--- src/rtl/prog_loader.sv ---
// Boot loader for rv32i_sc: writes a header-framed word stream into IMEM, then DMEM, then releases the core.
// Define PROG_LOADER_CHECKSUM_EN to require a trailing checksum word (sum of payload words) before DONE.
module prog_loader #(
    parameter int unsigned DATA_WIDTH = 32,
    parameter int unsigned ADDR_WIDTH = 10,
    parameter int unsigned I_DEPTH    = 256,
    parameter int unsigned D_DEPTH    = 256
) (
    input  logic                  clk,
    input  logic                  rst,
    input  logic                  start,
    input  logic                  in_valid,
    input  logic [DATA_WIDTH-1:0] in_data,
    output logic                  in_ready,
    output logic [ADDR_WIDTH-1:0] i_w_addr,
    output logic [DATA_WIDTH-1:0] i_w_dat,
    output logic                  i_w_enb,
    output logic [ADDR_WIDTH-1:0] d_w_addr,
    output logic [DATA_WIDTH-1:0] d_w_dat,
    output logic                  d_w_enb,
    output logic                  pc_stall,
    output logic                  d_bram_init_done,
    output logic                  busy,
    output logic                  error
);

    localparam int unsigned CNT_W = 16;

    typedef enum logic [2:0] {
        IDLE,
        HEADER,
        LOAD_I,
        LOAD_D,
        DONE,
        ERR,
        CHECK
    } state_t;

`ifdef PROG_LOADER_CHECKSUM_EN
    localparam state_t FINAL_ST = CHECK;
`else
    localparam state_t FINAL_ST = DONE;
`endif

    state_t                state_q, state_d;
    logic                  active_d;
    logic                  in_ready_q, busy_q, error_q, init_done_q, pc_stall_q;
    logic [CNT_W-1:0]      i_cnt_q, d_cnt_q, idx_q;
    logic [ADDR_WIDTH-1:0] i_addr_q, d_addr_q;
    logic [DATA_WIDTH-1:0] i_dat_q, d_dat_q;
    logic                  i_enb_q, d_enb_q;

    logic                  accept_c, last_i_c, last_d_c, hdr_bad_c, done_hold_c;
    logic [CNT_W-1:0]      hdr_i_c, hdr_d_c;
    logic [ADDR_WIDTH-1:0] addr_c;

`ifdef PROG_LOADER_CHECKSUM_EN
    logic [DATA_WIDTH-1:0] sum_q;
    logic                  sum_ok_c;
    assign sum_ok_c = (in_data == sum_q);
`endif

    assign accept_c    = in_valid && in_ready_q;
    assign hdr_i_c     = in_data[15:0];
    assign hdr_d_c     = in_data[31:16];
    assign hdr_bad_c   = (32'(hdr_i_c) > I_DEPTH) || (32'(hdr_d_c) > D_DEPTH);
    assign last_i_c    = (idx_q == i_cnt_q - CNT_W'(1));
    assign last_d_c    = (idx_q == d_cnt_q - CNT_W'(1));
    assign addr_c      = ADDR_WIDTH'({idx_q, 2'b00});
    // Core gets the DMEM port only once DONE has lasted a full cycle (after the final write pulse).
    assign done_hold_c = (state_q == DONE) && (state_d == DONE);
    assign active_d    = state_d inside {HEADER, LOAD_I, LOAD_D, CHECK};

    // Next-state logic
    always_comb begin
        state_d = state_q;
        case (state_q)
            IDLE, DONE, ERR: begin
                if (start) state_d = HEADER;
            end
            HEADER: begin
                if (accept_c) begin
                    if (hdr_bad_c)               state_d = ERR;
                    else if (hdr_i_c != '0)      state_d = LOAD_I;
                    else if (hdr_d_c != '0)      state_d = LOAD_D;
                    else                         state_d = FINAL_ST;
                end
            end
            LOAD_I: begin
                if (accept_c && last_i_c) state_d = (d_cnt_q != '0) ? LOAD_D : FINAL_ST;
            end
            LOAD_D: begin
                if (accept_c && last_d_c) state_d = FINAL_ST;
            end
`ifdef PROG_LOADER_CHECKSUM_EN
            CHECK: begin
                if (accept_c) state_d = sum_ok_c ? DONE : ERR;
            end
`endif
            default: state_d = IDLE;
        endcase
    end

    // State, counters and registered outputs
    always_ff @(posedge clk or posedge rst) begin
        if (rst) begin
            state_q     <= IDLE;
            in_ready_q  <= 1'b0;
            busy_q      <= 1'b0;
            error_q     <= 1'b0;
            init_done_q <= 1'b0;
            pc_stall_q  <= 1'b1;
            i_cnt_q     <= '0;
            d_cnt_q     <= '0;
            idx_q       <= '0;
            i_addr_q    <= '0;
            i_dat_q     <= '0;
            i_enb_q     <= 1'b0;
            d_addr_q    <= '0;
            d_dat_q     <= '0;
            d_enb_q     <= 1'b0;
`ifdef PROG_LOADER_CHECKSUM_EN
            sum_q       <= '0;
`endif
        end else begin
            state_q     <= state_d;
            in_ready_q  <= active_d;
            busy_q      <= active_d;
            error_q     <= (state_d == ERR);
            init_done_q <= done_hold_c;
            pc_stall_q  <= !done_hold_c;
            i_enb_q     <= 1'b0;
            d_enb_q     <= 1'b0;
            case (state_q)
                HEADER: begin
                    if (accept_c) begin
                        i_cnt_q <= hdr_i_c;
                        d_cnt_q <= hdr_d_c;
                        idx_q   <= '0;
                    end
                end
                LOAD_I: begin
                    if (accept_c) begin
                        i_enb_q  <= 1'b1;
                        i_addr_q <= addr_c;
                        i_dat_q  <= in_data;
                        idx_q    <= last_i_c ? '0 : idx_q + CNT_W'(1);
                    end
                end
                LOAD_D: begin
                    if (accept_c) begin
                        d_enb_q  <= 1'b1;
                        d_addr_q <= addr_c;
                        d_dat_q  <= in_data;
                        idx_q    <= last_d_c ? '0 : idx_q + CNT_W'(1);
                    end
                end
                default: ;
            endcase
`ifdef PROG_LOADER_CHECKSUM_EN
            if (start && (state_q inside {IDLE, DONE, ERR}))
                sum_q <= '0;
            else if (accept_c && (state_q inside {LOAD_I, LOAD_D}))
                sum_q <= sum_q + in_data;
`endif
        end
    end

    assign in_ready         = in_ready_q;
    assign busy             = busy_q;
    assign error            = error_q;
    assign pc_stall         = pc_stall_q;
    assign d_bram_init_done = init_done_q;
    assign i_w_addr         = i_addr_q;
    assign i_w_dat          = i_dat_q;
    assign i_w_enb          = i_enb_q;
    assign d_w_addr         = d_addr_q;
    assign d_w_dat          = d_dat_q;
    assign d_w_enb          = d_enb_q;

endmodule

--- config.mk ---
export PLATFORM = sky130hd
export DESIGN_NAME = prog_loader
export DESIGN_NICKNAME = d
export VERILOG_FILES = /design/src/rtl/prog_loader.sv
export SDC_FILE = /design/constraint.sdc
export NUM_CORES = 1
export LEC_CHECK = 0
export ABC_AREA = 1
export CELL_PAD_IN_SITES_DETAIL_PLACEMENT = 1
export CELL_PAD_IN_SITES_GLOBAL_PLACEMENT = 1
export CORE_ASPECT_RATIO = 1.2
export CORE_MARGIN = 3
export CORE_UTILIZATION = 40
export CTS_BUF_LIST = sky130_fd_sc_hd__clkbuf_2
export CTS_CLUSTER_SIZE = 8
export DETAILED_ROUTE_END_ITERATION = 10
export PLACE_DENSITY = 0.94
export SYNTH_ARGS = -nofsm -noshare
export SYNTH_HDL_FRONTEND = slang
export SYNTH_SLANG_ARGS = --single-unit
export TNS_END_PERCENT = 5
--- constraint.sdc ---
create_clock -name clk -period 6.2 [get_ports clk]
set_input_delay 1.55 -clock clk [delete_from_list [all_inputs] [get_ports clk]]
set_output_delay 1.55 -clock clk [all_outputs]
set_load 0.01 [all_outputs]
==> flow_metrics.env, run 1 <==
export IMPL_relSlewSlack_pct=37.23
export IMPL_route_top_layer_used="met4"
export IMPL_ys_warn_count=0
export IMPL_clk_latency_ps=790
export IMPL_fin_worst_skew_ps=32.76
export IMPL_hp_class="reg -> reg"
export IMPL_grt_overflow=0
export IMPL_synthCells=1014
export IMPL_cts_made_buffers=17
export IMPL_finalInstanceArea_sq_um=9049
export IMPL_fillerInstances=2314
export IMPL_drive_above_1_share_pct=7.807
export IMPL_path_max_fanout=1
export IMPL_stdcell_count=1365
export IMPL_dp_cells=1332
export IMPL_synth_area_sq_um=7436
export IMPL_p_leak_uw=0.004414
export IMPL_dieArea_sq_um=20270
export IMPL_final_util_pct=49.60
export IMPL_route_met2_wl_um=12930
export IMPL_initial_utilization_pct=40.76
export IMPL_async_reset_ff_share_pct=100.0
export IMPL_postRouteAntennaNets=0
export IMPL_routed_wl_um=25770
export IMPL_grt_use_total_pct=26.49
export IMPL_status="completed"
export IMPL_boundaryPins=127
export IMPL_wl_met1_um=10330
export IMPL_final_common_cell="nand2_1"
export IMPL_area_growth_syn_to_layout_pct=21.69
export IMPL_dp_hpwl_um=19120
export IMPL_crit_path_start="pc_stall"
export IMPL_vias=7274
export IMPL_fin_crit_ps=3411
export IMPL_slew_violations=0
export IMPL_io_buffers=122
export IMPL_synth_edff_count=0
export IMPL_synth_seq_cells=137
export IMPL_crit_arrival_ps=1860
export IMPL_required_ps=4650
export IMPL_die_h_um=155.4
export IMPL_worstSetupEndpointType="output pin"
export IMPL_hold_start="i_w_dat[30]"
export IMPL_worst_pin_slew_ps=941.5
export IMPL_postCtsSetupRepairBufs=0
export IMPL_worst_r2r_setup_slack_ps=3320
export IMPL_ctsHoldBuffers=0
export IMPL_synth_ff_type="dfrtp_1"
export IMPL_reg2reg_from="i_cnt_q[0]"
export IMPL_ir_drop_mv=0.1540
export IMPL_cp_start_kind="register"
export IMPL_layout_common_cells="nand2_1, dfrtp_1, o21ai_0, inv_1, clkdlybuf4s50_1"
export IMPL_max_cap_viol_count=0
export IMPL_core_area_sq_um=18240
export IMPL_gp_congestion=0.9500
export IMPL_dpl_instance_area_sq_um=8826
export IMPL_grt_pass1_wl_um=41630
export IMPL_vias_per_cell=5.329
export IMPL_first_iter_violations=449
export IMPL_grt_pass1_vias=7730
export IMPL_drc=0
export IMPL_cts_resized=0
export IMPL_clock_sinks=137
export IMPL_max_freq_mhz=293.2
export IMPL_grt_antenna_before_repair=1
export IMPL_path_cells="clkdlybuf4s50_1"
export IMPL_die_x_um=130.5
export IMPL_grt_start_max_net_pins=103
export IMPL_cp_top_family="flip-flops"
export IMPL_slowest_stage="dfstp_2"
export IMPL_routed_wl_met3_um=1552
export IMPL_rows=54
export IMPL_hold_violations=0
export IMPL_syn_avg_cell_area_sq_um=7.333
export IMPL_cts_root_buf="clkbuf_2"
export IMPL_fin_crit_sh_pct=55.02
export IMPL_cp_buffers_inverters=1
export IMPL_cts_tree="built"
export IMPL_synth_distinct_cells=41
export IMPL_whs_ps=519.6
export IMPL_clk_pin_slew_ps=230
export IMPL_cts_max_level=4
export IMPL_rsz0062_at_grt="false"
export IMPL_fin_tns_setup_ps=0
export IMPL_yosysSeqAreaShare_pct=46.12
export IMPL_cpPeakStageDelay_ps=580
export IMPL_setup_viol=0
export IMPL_wl_per_cell_um=18.88
export IMPL_final_nets=1166
export IMPL_timing_worst_setup_path_type="reg -> out"
export IMPL_drt_pass1_iterations=8
export IMPL_powerDensity_nw_per_um2=327.6
export IMPL_clock_path_buffers=2
-- Yosys cell counts (all sizes together) (3+ instances only) --
cell      n  share of area (%)
nor3      9               0.96
nor2     99                5.7
nand3    76                5.5
or2       3               0.25
xnor2     7               0.82
clkbuf   23                1.2
nand3b    7               0.71
xor2     17                2.1
nor4      3               0.34
buf      12                1.1
clkinv    3               0.15
nand2   325                 17
nand4    19                1.6
inv     134                6.8
o21ai   127                8.7
ha        3               0.50
dfrtp   136                 46
a21oi     4               0.27
-- registers in the layout, indices dropped and copies added (netlist names) --
| name | flops |
|---|---|
| busy | 1 |
| d_bram_init_done | 1 |
| d_cnt_q | 16 |
| d_w_addr | 8 |
| d_w_dat | 32 |
| d_w_enb | 1 |
| error | 1 |
| i_cnt_q | 16 |
| i_w_addr | 8 |
| i_w_dat | 32 |
| i_w_enb | 1 |
| idx_q | 16 |
| pc_stall | 1 |
| state_q | 3 |
-- stage by stage --
stage	setup slack, ps	total power [uW]
after floorplan	983.8	2040
after global routing	2699	3191
after detailed placement	2484	2408
final	2789	2965
after CTS	2733	2954
after global placement	2539	2325
-- final timing paths --
path / cells after the start / endpoint
worst max register to register: 15 / busy
max in group asynchronous: 3 / pc_stall
min in group asynchronous: 2 / d_w_dat[7]
worst max-delay path: 1 / pc_stall
worst min-delay path: 2 / i_w_dat[30]
worst min register to register: 2 / i_w_dat[30]
-- per-layer routing --
metal  vias to the layer above  GRT usage, %
li1                       3400             -
met1                      3562         32.16
met2                       240         45.18
met3                        72         6.078
met4                         0         10.63
met5                         -             0
-- report_power, final --
group / leakage (uW) / internal [uW] / switching (uW)
Clock: 0.000134 / 127 / 402
Combinational: 0.00243 / 399 / 867
Sequential: 0.00185 / 1010 / 161
-- tightest hold or removal path, delay by kind of cell (launching register included) --
kind,cells,cell delay (ps)
simple gates,1,50
compound gates,1,60
flops,1,400
-- area by class of cell --
| type | instances | area [sq um] | share of cell area [%] |
|---|---|---|---|
| antenna | 1 | 2.502 | 0.02765 |
| multi-input combinational | 708 | 3346 | 36.97 |
| clock buffer | 18 | 90.09 | 0.9956 |
| clock inverter | 14 | 130.1 | 1.438 |
| inverter | 137 | 519.2 | 5.738 |
| timing repair buffer | 126 | 1251 | 13.83 |
| sequential | 137 | 3430 | 37.90 |
| tap | 224 | 280.3 | 3.097 |
-- cells by family after synthesis --
group / Yosys count / share of synthesized area (%)
buffers and inverters: 172 / 9.137
adder cells (fa/ha/maj): 3 / 0.5048
flip-flops: 137 / 46.12
other: 1 / 0.05043
XOR/XNOR: 24 / 2.928
AO/OA/AOI/OAI: 132 / 9.154
AND/OR/NAND/NOR: 545 / 32.11
Power figures use the tool's default switching activity.
==> run 2: changes to the inputs <==
--- a/config.mk
+++ b/config.mk
@@ -10,11 +10,11 @@
 export CELL_PAD_IN_SITES_GLOBAL_PLACEMENT = 1
 export CORE_ASPECT_RATIO = 1.2
 export CORE_MARGIN = 3
-export CORE_UTILIZATION = 40
+export CORE_UTILIZATION = 36
 export CTS_BUF_LIST = sky130_fd_sc_hd__clkbuf_2
 export CTS_CLUSTER_SIZE = 8
 export DETAILED_ROUTE_END_ITERATION = 10
-export PLACE_DENSITY = 0.94
+export PLACE_DENSITY = 0.9
 export SYNTH_ARGS = -nofsm -noshare
 export SYNTH_HDL_FRONTEND = slang
 export SYNTH_SLANG_ARGS = --single-unit
==> constraint.sdc (replaced) <==
create_clock -name clk -period 2.9 [get_ports clk]
set_input_delay 0.725 -clock clk [delete_from_list [all_inputs] [get_ports clk]]
set_output_delay 0.725 -clock clk [all_outputs]
set_load 0.01 [all_outputs]
==> run 2 against run 1 <==
Compared with the run above: sequential share of layout area is 0.35 points lower; design area increased by 0.93%; first-iteration DRC count decreased by 14%; total power rose by 110%; largest power group unchanged; highest routed layer unchanged.
==> flow_metrics.env, run 2 (synthesis gave the netlist of run 1 again) <==
export IMPL_slowest_stage="dfrtp_1"
export IMPL_setup_viol=0
export IMPL_status="completed"
export IMPL_required_ps=3550
export IMPL_grt_start_max_net_pins=82
export IMPL_layout_common_cells="nand2_1, dfrtp_1, o21ai_0, inv_1, clkdlybuf4s50_1"
export IMPL_fin_crit_sh_pct=91.63
export IMPL_drive_above_1_share_pct=7.881
export IMPL_p_leak_uw=0.004423
export IMPL_met3_usage_pct=4.159
export IMPL_dp_hpwl_um=18960
export IMPL_cts_resized=0
export IMPL_postCtsSetupRepairBufs=0
export IMPL_max_cap_viol_count=0
export IMPL_ir_drop_mv=0.3214
export IMPL_area_growth_syn_to_layout_pct=22.82
export IMPL_slew_violations=0
export IMPL_cp_buffers_inverters=3
export IMPL_powerDensity_nw_per_um2=681.4
export IMPL_final_nets=1169
export IMPL_die_h_um=163.4
export IMPL_boundaryPins=127
export IMPL_first_iter_violations=388
export IMPL_timing_worst_setup_path_type="reg -> reg"
export IMPL_routed_wl_um=24710
export IMPL_grt_antenna_before_repair=1
export IMPL_core_area_sq_um=19900
export IMPL_crit_arrival_ps=3300
export IMPL_wl_per_cell_um=17.60
export IMPL_fin_worst_skew_ps=36.34
export IMPL_rsz0062_at_grt="false"
export IMPL_clk_pin_slew_ps=240
export IMPL_clk_latency_ps=750
export IMPL_gp_congestion=0.9005
export IMPL_grt_pass1_wl_um=40300
export IMPL_grt_use_total_pct=22.86
export IMPL_cts_tree="built"
export IMPL_use_met1_pct=27.41
export IMPL_die_x_um=137.2
export IMPL_clock_path_buffers=2
export IMPL_path_cells="inv_1 -> ha_1 -> inv_1 -> nand2_1 -> nand2_1 -> nand2_1 -> nand3_1 -> nor2_1 -> nand3_1 -> nor2_1 -> nand2_1 -> o21ai_4 -> nand3_4 -> nand3_1 -> inv_1"
export IMPL_cp_start_kind="register"
export IMPL_final_util_pct=45.89
export IMPL_final_common_cell="nand2_1"
export IMPL_worstSetupEndpointType="register"
export IMPL_hp_class="in -> async"
export IMPL_fin_crit_ps=2657
export IMPL_grt_overflow=0
export IMPL_cp_top_family="simple AND/OR/NAND/NOR gates"
export IMPL_top_usage_layer="met2"
export IMPL_initial_utilization_pct=37.37
export IMPL_dieArea_sq_um=22420
export IMPL_cts_max_level=4
export IMPL_cts_made_buffers=17
export IMPL_drc=0
export IMPL_drt_pass1_iterations=5
export IMPL_postRouteAntennaNets=0
export IMPL_cts_root_buf="clkbuf_2"
export IMPL_clock_sinks=137
export IMPL_worst_pin_slew_ps=783.9
export IMPL_grt_pass1_vias=7799
export IMPL_vias=7147
export IMPL_max_freq_mhz=376.3
export IMPL_hold_violations=0
export IMPL_cpPeakStageDelay_ps=440
export IMPL_path_max_fanout=14
export IMPL_relSlewSlack_pct=47.74
export IMPL_path_common_cell="nand2_1"
export IMPL_vias_per_cell=5.090
export IMPL_io_buffers=122
export IMPL_ctsHoldBuffers=0
export IMPL_rows=56
export IMPL_use_met2_pct=40.29
export IMPL_fin_tns_setup_ps=0
-- run 2: cell types whose count changed in the layout (fill, tap and decap cells not counted), sizes merged --
cell and change:
buf +3, clkbuf -1, clkinv +1, clkinvlp +2
inv -3
-- run 2: worst paths after layout --
path | start | end | slack [ps] | depth (start not counted)
min | rst | d_w_dat[17] | 400 | 3
max reg2reg | d_cnt_q[0] | idx_q[12] | 240 | 15
min in group clk | d_w_addr[9] | d_w_addr[9] | 520 | 2
min reg2reg | d_w_addr[9] | d_w_addr[9] | 520 | 2
max in group asynchronous | rst | pc_stall | 2090 | 3
max | d_cnt_q[0] | idx_q[12] | 240 | 15
-- run 2: power by group --
part           internal [uW]  leakage, uW  switching (uW)
sequential              2160      0.00185             334
combinational            863      0.00246            1810
clock                    240     0.000117             814
-- run 2: cell type report --
cell class | count | area [sq um]
Timing Repair Buffer | 129 | 1311
Fill cell | 2535 | 10770
Clock inverter | 14 | 113.9
Tap cell | 261 | 326.6
Multi-Input combinational cell | 708 | 3346
Inverter | 137 | 518.0
Clock buffer | 17 | 85.08
Antenna cell | 1 | 2.502
Sequential cell | 137 | 3430
-- run 2: per-layer routing --
metal | up-vias | part of all wire, %
met5 | - | 0
li1 | 3405 | -
met4 | 0 | 2.9
met1 | 3546 | 41
met2 | 149 | 52
met3 | 47 | 4.1
-- run 2: worst reg2reg max path, stage by stage (launching register included) --
cell     delay, ps
dfrtp_1        440
inv_1          160
ha_1           300
inv_1          110
nand2_1        110
nand2_1         70
nand2_1         80
nand3_1         90
nor2_1         160
nand3_1        110
nor2_1         130
nand2_1        130
o21ai_4        250
nand3_4        240
nand3_1        150
inv_1           50
-- run 2: metrics by stage --
step	instance area [sq um]	setup slack [ps]	hold slack, ps	instances	power (uW)
6_report	9133	242.6	401.1	1404	6223
4_1_cts	9130	252.6	353.8	1403	6227
3_5_place_dp	8931	48.78	475.3	1372	5154
2_1_floorplan	7451	468.7	473.2	1017	4361
3_3_place_gp	8931	205.3	465.2	1372	4999
5_1_grt	9133	11.64	355.8	1404	6729
==> run 3: changes to the inputs <==
--- a/config.mk
+++ b/config.mk
@@ -10,11 +10,11 @@
 export CELL_PAD_IN_SITES_GLOBAL_PLACEMENT = 1
 export CORE_ASPECT_RATIO = 1.2
 export CORE_MARGIN = 3
-export CORE_UTILIZATION = 36
+export CORE_UTILIZATION = 43
 export CTS_BUF_LIST = sky130_fd_sc_hd__clkbuf_2
 export CTS_CLUSTER_SIZE = 8
 export DETAILED_ROUTE_END_ITERATION = 10
-export PLACE_DENSITY = 0.9
+export PLACE_DENSITY = 0.95
 export SYNTH_ARGS = -nofsm -noshare
 export SYNTH_HDL_FRONTEND = slang
 export SYNTH_SLANG_ARGS = --single-unit
==> constraint.sdc (replaced) <==
create_clock -name clk -period 3.25 [get_ports clk]
set_input_delay 0.8125 -clock clk [delete_from_list [all_inputs] [get_ports clk]]
set_output_delay 0.8125 -clock clk [all_outputs]
set_load 0.01 [all_outputs]
==> run 3 against run 2 <==
Compared with the run above: combinational power fell by 7%; worst setup slack improved by 280 ps; first-iteration DRC count rose by 15%; die area fell by 16%; flip-flop and latch count did not move; hold slack improved by 34 ps.
==> flow_metrics.env, run 3 (synthesis gave the netlist of run 1 again) <==
export IMPL_area_growth_syn_to_layout_pct=23.34
export IMPL_use_met1_pct=33.54
export IMPL_gp_congestion=0.9089
export IMPL_path_max_fanout=14
export IMPL_final_common_cell="nand2_1"
export IMPL_max_cap_viol_count=0
export IMPL_cpPeakStageDelay_ps=450
export IMPL_clock_sinks=137
export IMPL_die_x_um=126.0
export IMPL_dieArea_sq_um=18910
export IMPL_postRouteAntennaNets=0
export IMPL_drc=0
export IMPL_rsz0062_at_grt="false"
export IMPL_cp_start_kind="register"
export IMPL_layout_common_cells="nand2_1, dfrtp_1, o21ai_0, inv_1, clkdlybuf4s50_1"
export IMPL_clk_pin_slew_ps=260
export IMPL_grt_overflow=0
export IMPL_powerDensity_nw_per_um2=646.2
export IMPL_cts_tree="built"
export IMPL_worst_r2r_setup_slack_ps=520
export IMPL_max_freq_mhz=366.9
export IMPL_grt_pass1_wl_um=44220
export IMPL_die_h_um=150.1
export IMPL_status="completed"
export IMPL_reg2reg_to="idx_q[6]"
export IMPL_worstSetupEndpointType="register"
export IMPL_wl_per_cell_um=20.61
export IMPL_cts_made_buffers=17
export IMPL_hp_class="in -> async"
export IMPL_first_iter_violations=446
export IMPL_clock_path_buffers=2
export IMPL_ctsHoldBuffers=0
export IMPL_met3_usage_pct=5.855
export IMPL_fin_crit_sh_pct=83.87
export IMPL_slowest_stage="dfrtp_1"
export IMPL_drt_pass1_iterations=5
export IMPL_cts_resized=0
export IMPL_p_total_uw=5926
export IMPL_use_met2_pct=54.82
export IMPL_postCtsSetupRepairBufs=0
export IMPL_path_common_cell="nand2_1"
export IMPL_rows=52
export IMPL_drive_above_1_share_pct=8.370
export IMPL_path_cells="inv_1 -> ha_1 -> inv_1 -> nor2_1 -> nand2_1 -> o21ai_1 -> nand3_1 -> nand2_1 -> nand2_1 -> nor2_1 -> nand2_2 -> o21ai_4 -> nand3_4 -> nand2_1 -> inv_1"
export IMPL_required_ps=3910
export IMPL_ir_drop_mv=0.3428
export IMPL_vias_per_cell=5.542
export IMPL_initial_utilization_pct=43.96
export IMPL_top_usage_layer="met2"
export IMPL_grt_antenna_before_repair=1
export IMPL_grt_start_max_net_pins=82
export IMPL_fin_tns_setup_ps=0
export IMPL_p_leak_uw=0.004477
export IMPL_cts_max_level=4
export IMPL_dp_hpwl_um=20950
export IMPL_fin_worst_skew_ps=53.40
export IMPL_boundaryPins=127
export IMPL_worst_pin_slew_ps=802.2
export IMPL_crit_cells=15
export IMPL_cp_top_family="simple AND/OR/NAND/NOR gates"
export IMPL_core_area_sq_um=16920
export IMPL_setup_viol=0
export IMPL_whs_ps=434.6
export IMPL_crit_arrival_ps=3380
export IMPL_reg2reg_from="d_cnt_q[0]"
export IMPL_fillerInstances=2133
export IMPL_final_util_pct=54.22
export IMPL_timing_worst_setup_path_type="reg -> reg"
export IMPL_clk_latency_ps=780
export IMPL_final_nets=1173
export IMPL_io_buffers=122
export IMPL_vias=7559
export IMPL_grt_use_total_pct=30.28
export IMPL_reg2reg_depth=15
export IMPL_slew_violations=0
export IMPL_cts_root_buf="clkbuf_2"
export IMPL_routed_wl_um=28110
export IMPL_cp_buffers_inverters=3
export IMPL_relSlewSlack_pct=46.52
export IMPL_fin_crit_ps=2726
export IMPL_hold_violations=0
export IMPL_grt_pass1_vias=8287
run 3: cell count changes in the layout (fill, tap and decap cells not counted), sizes merged:
cell / delta
buf: +4
inv: -4
bufinv: +3
clkbuf: +2
run 3: power breakdown:
group / leakage (uW) / switching (uW) / internal [uW]
clock: 0.000153 / 703 / 444
combinational: 0.00247 / 1730 / 777
sequential: 0.00185 / 349 / 1930
run 3: stage by stage:
stage | setup WS, ps | area, sq um | instances
after floorplan | 731.2 | 7451 | 1017
after global placement | 487.4 | 8905 | 1331
after detailed placement | 305.7 | 8905 | 1331
after CTS | 549.5 | 9169 | 1363
after global routing | 265.3 | 9171 | 1364
final | 524.2 | 9171 | 1364
run 3: routing by layer:
metal	share of wire, %	vias to the layer above
met5	0	-
met4	5.3	0
met3	4.2	99
met2	52	233
met1	38	3800
li1	-	3427
run 3: worst max-delay path by stage:
stage	startpoint	end
global route	i_cnt_q[0]	busy
finish	d_cnt_q[0]	idx_q[6]
floorplan	rst	busy
global placement	in_data[15]	busy
detailed placement	in_data[15]	busy
CTS	i_cnt_q[0]	idx_q[6]
run 3: final cells by class:
class / instances / area, sq um / share of cell area (%)
sequential: 137 / 3430 / 37.39
multi-input combinational: 708 / 3346 / 36.48
timing repair buffer: 133 / 1341 / 14.62
inverter: 137 / 518.0 / 5.648
tap: 216 / 270.3 / 2.947
clock inverter: 13 / 168.9 / 1.842
clock buffer: 19 / 95.09 / 1.037
antenna: 1 / 2.502 / 0.02729
run 3: worst reg2reg max path, stage by stage (launching register included):
cell and delay [ps]:
dfrtp_1 450, inv_1 170, ha_1 290, inv_1 90
nor2_1 110, nand2_1 110, o21ai_1 210, nand3_1 110
nand2_1 90, nand2_1 60, nor2_1 120, nand2_2 100
o21ai_4 220, nand3_4 230, nand2_1 180, inv_1 60
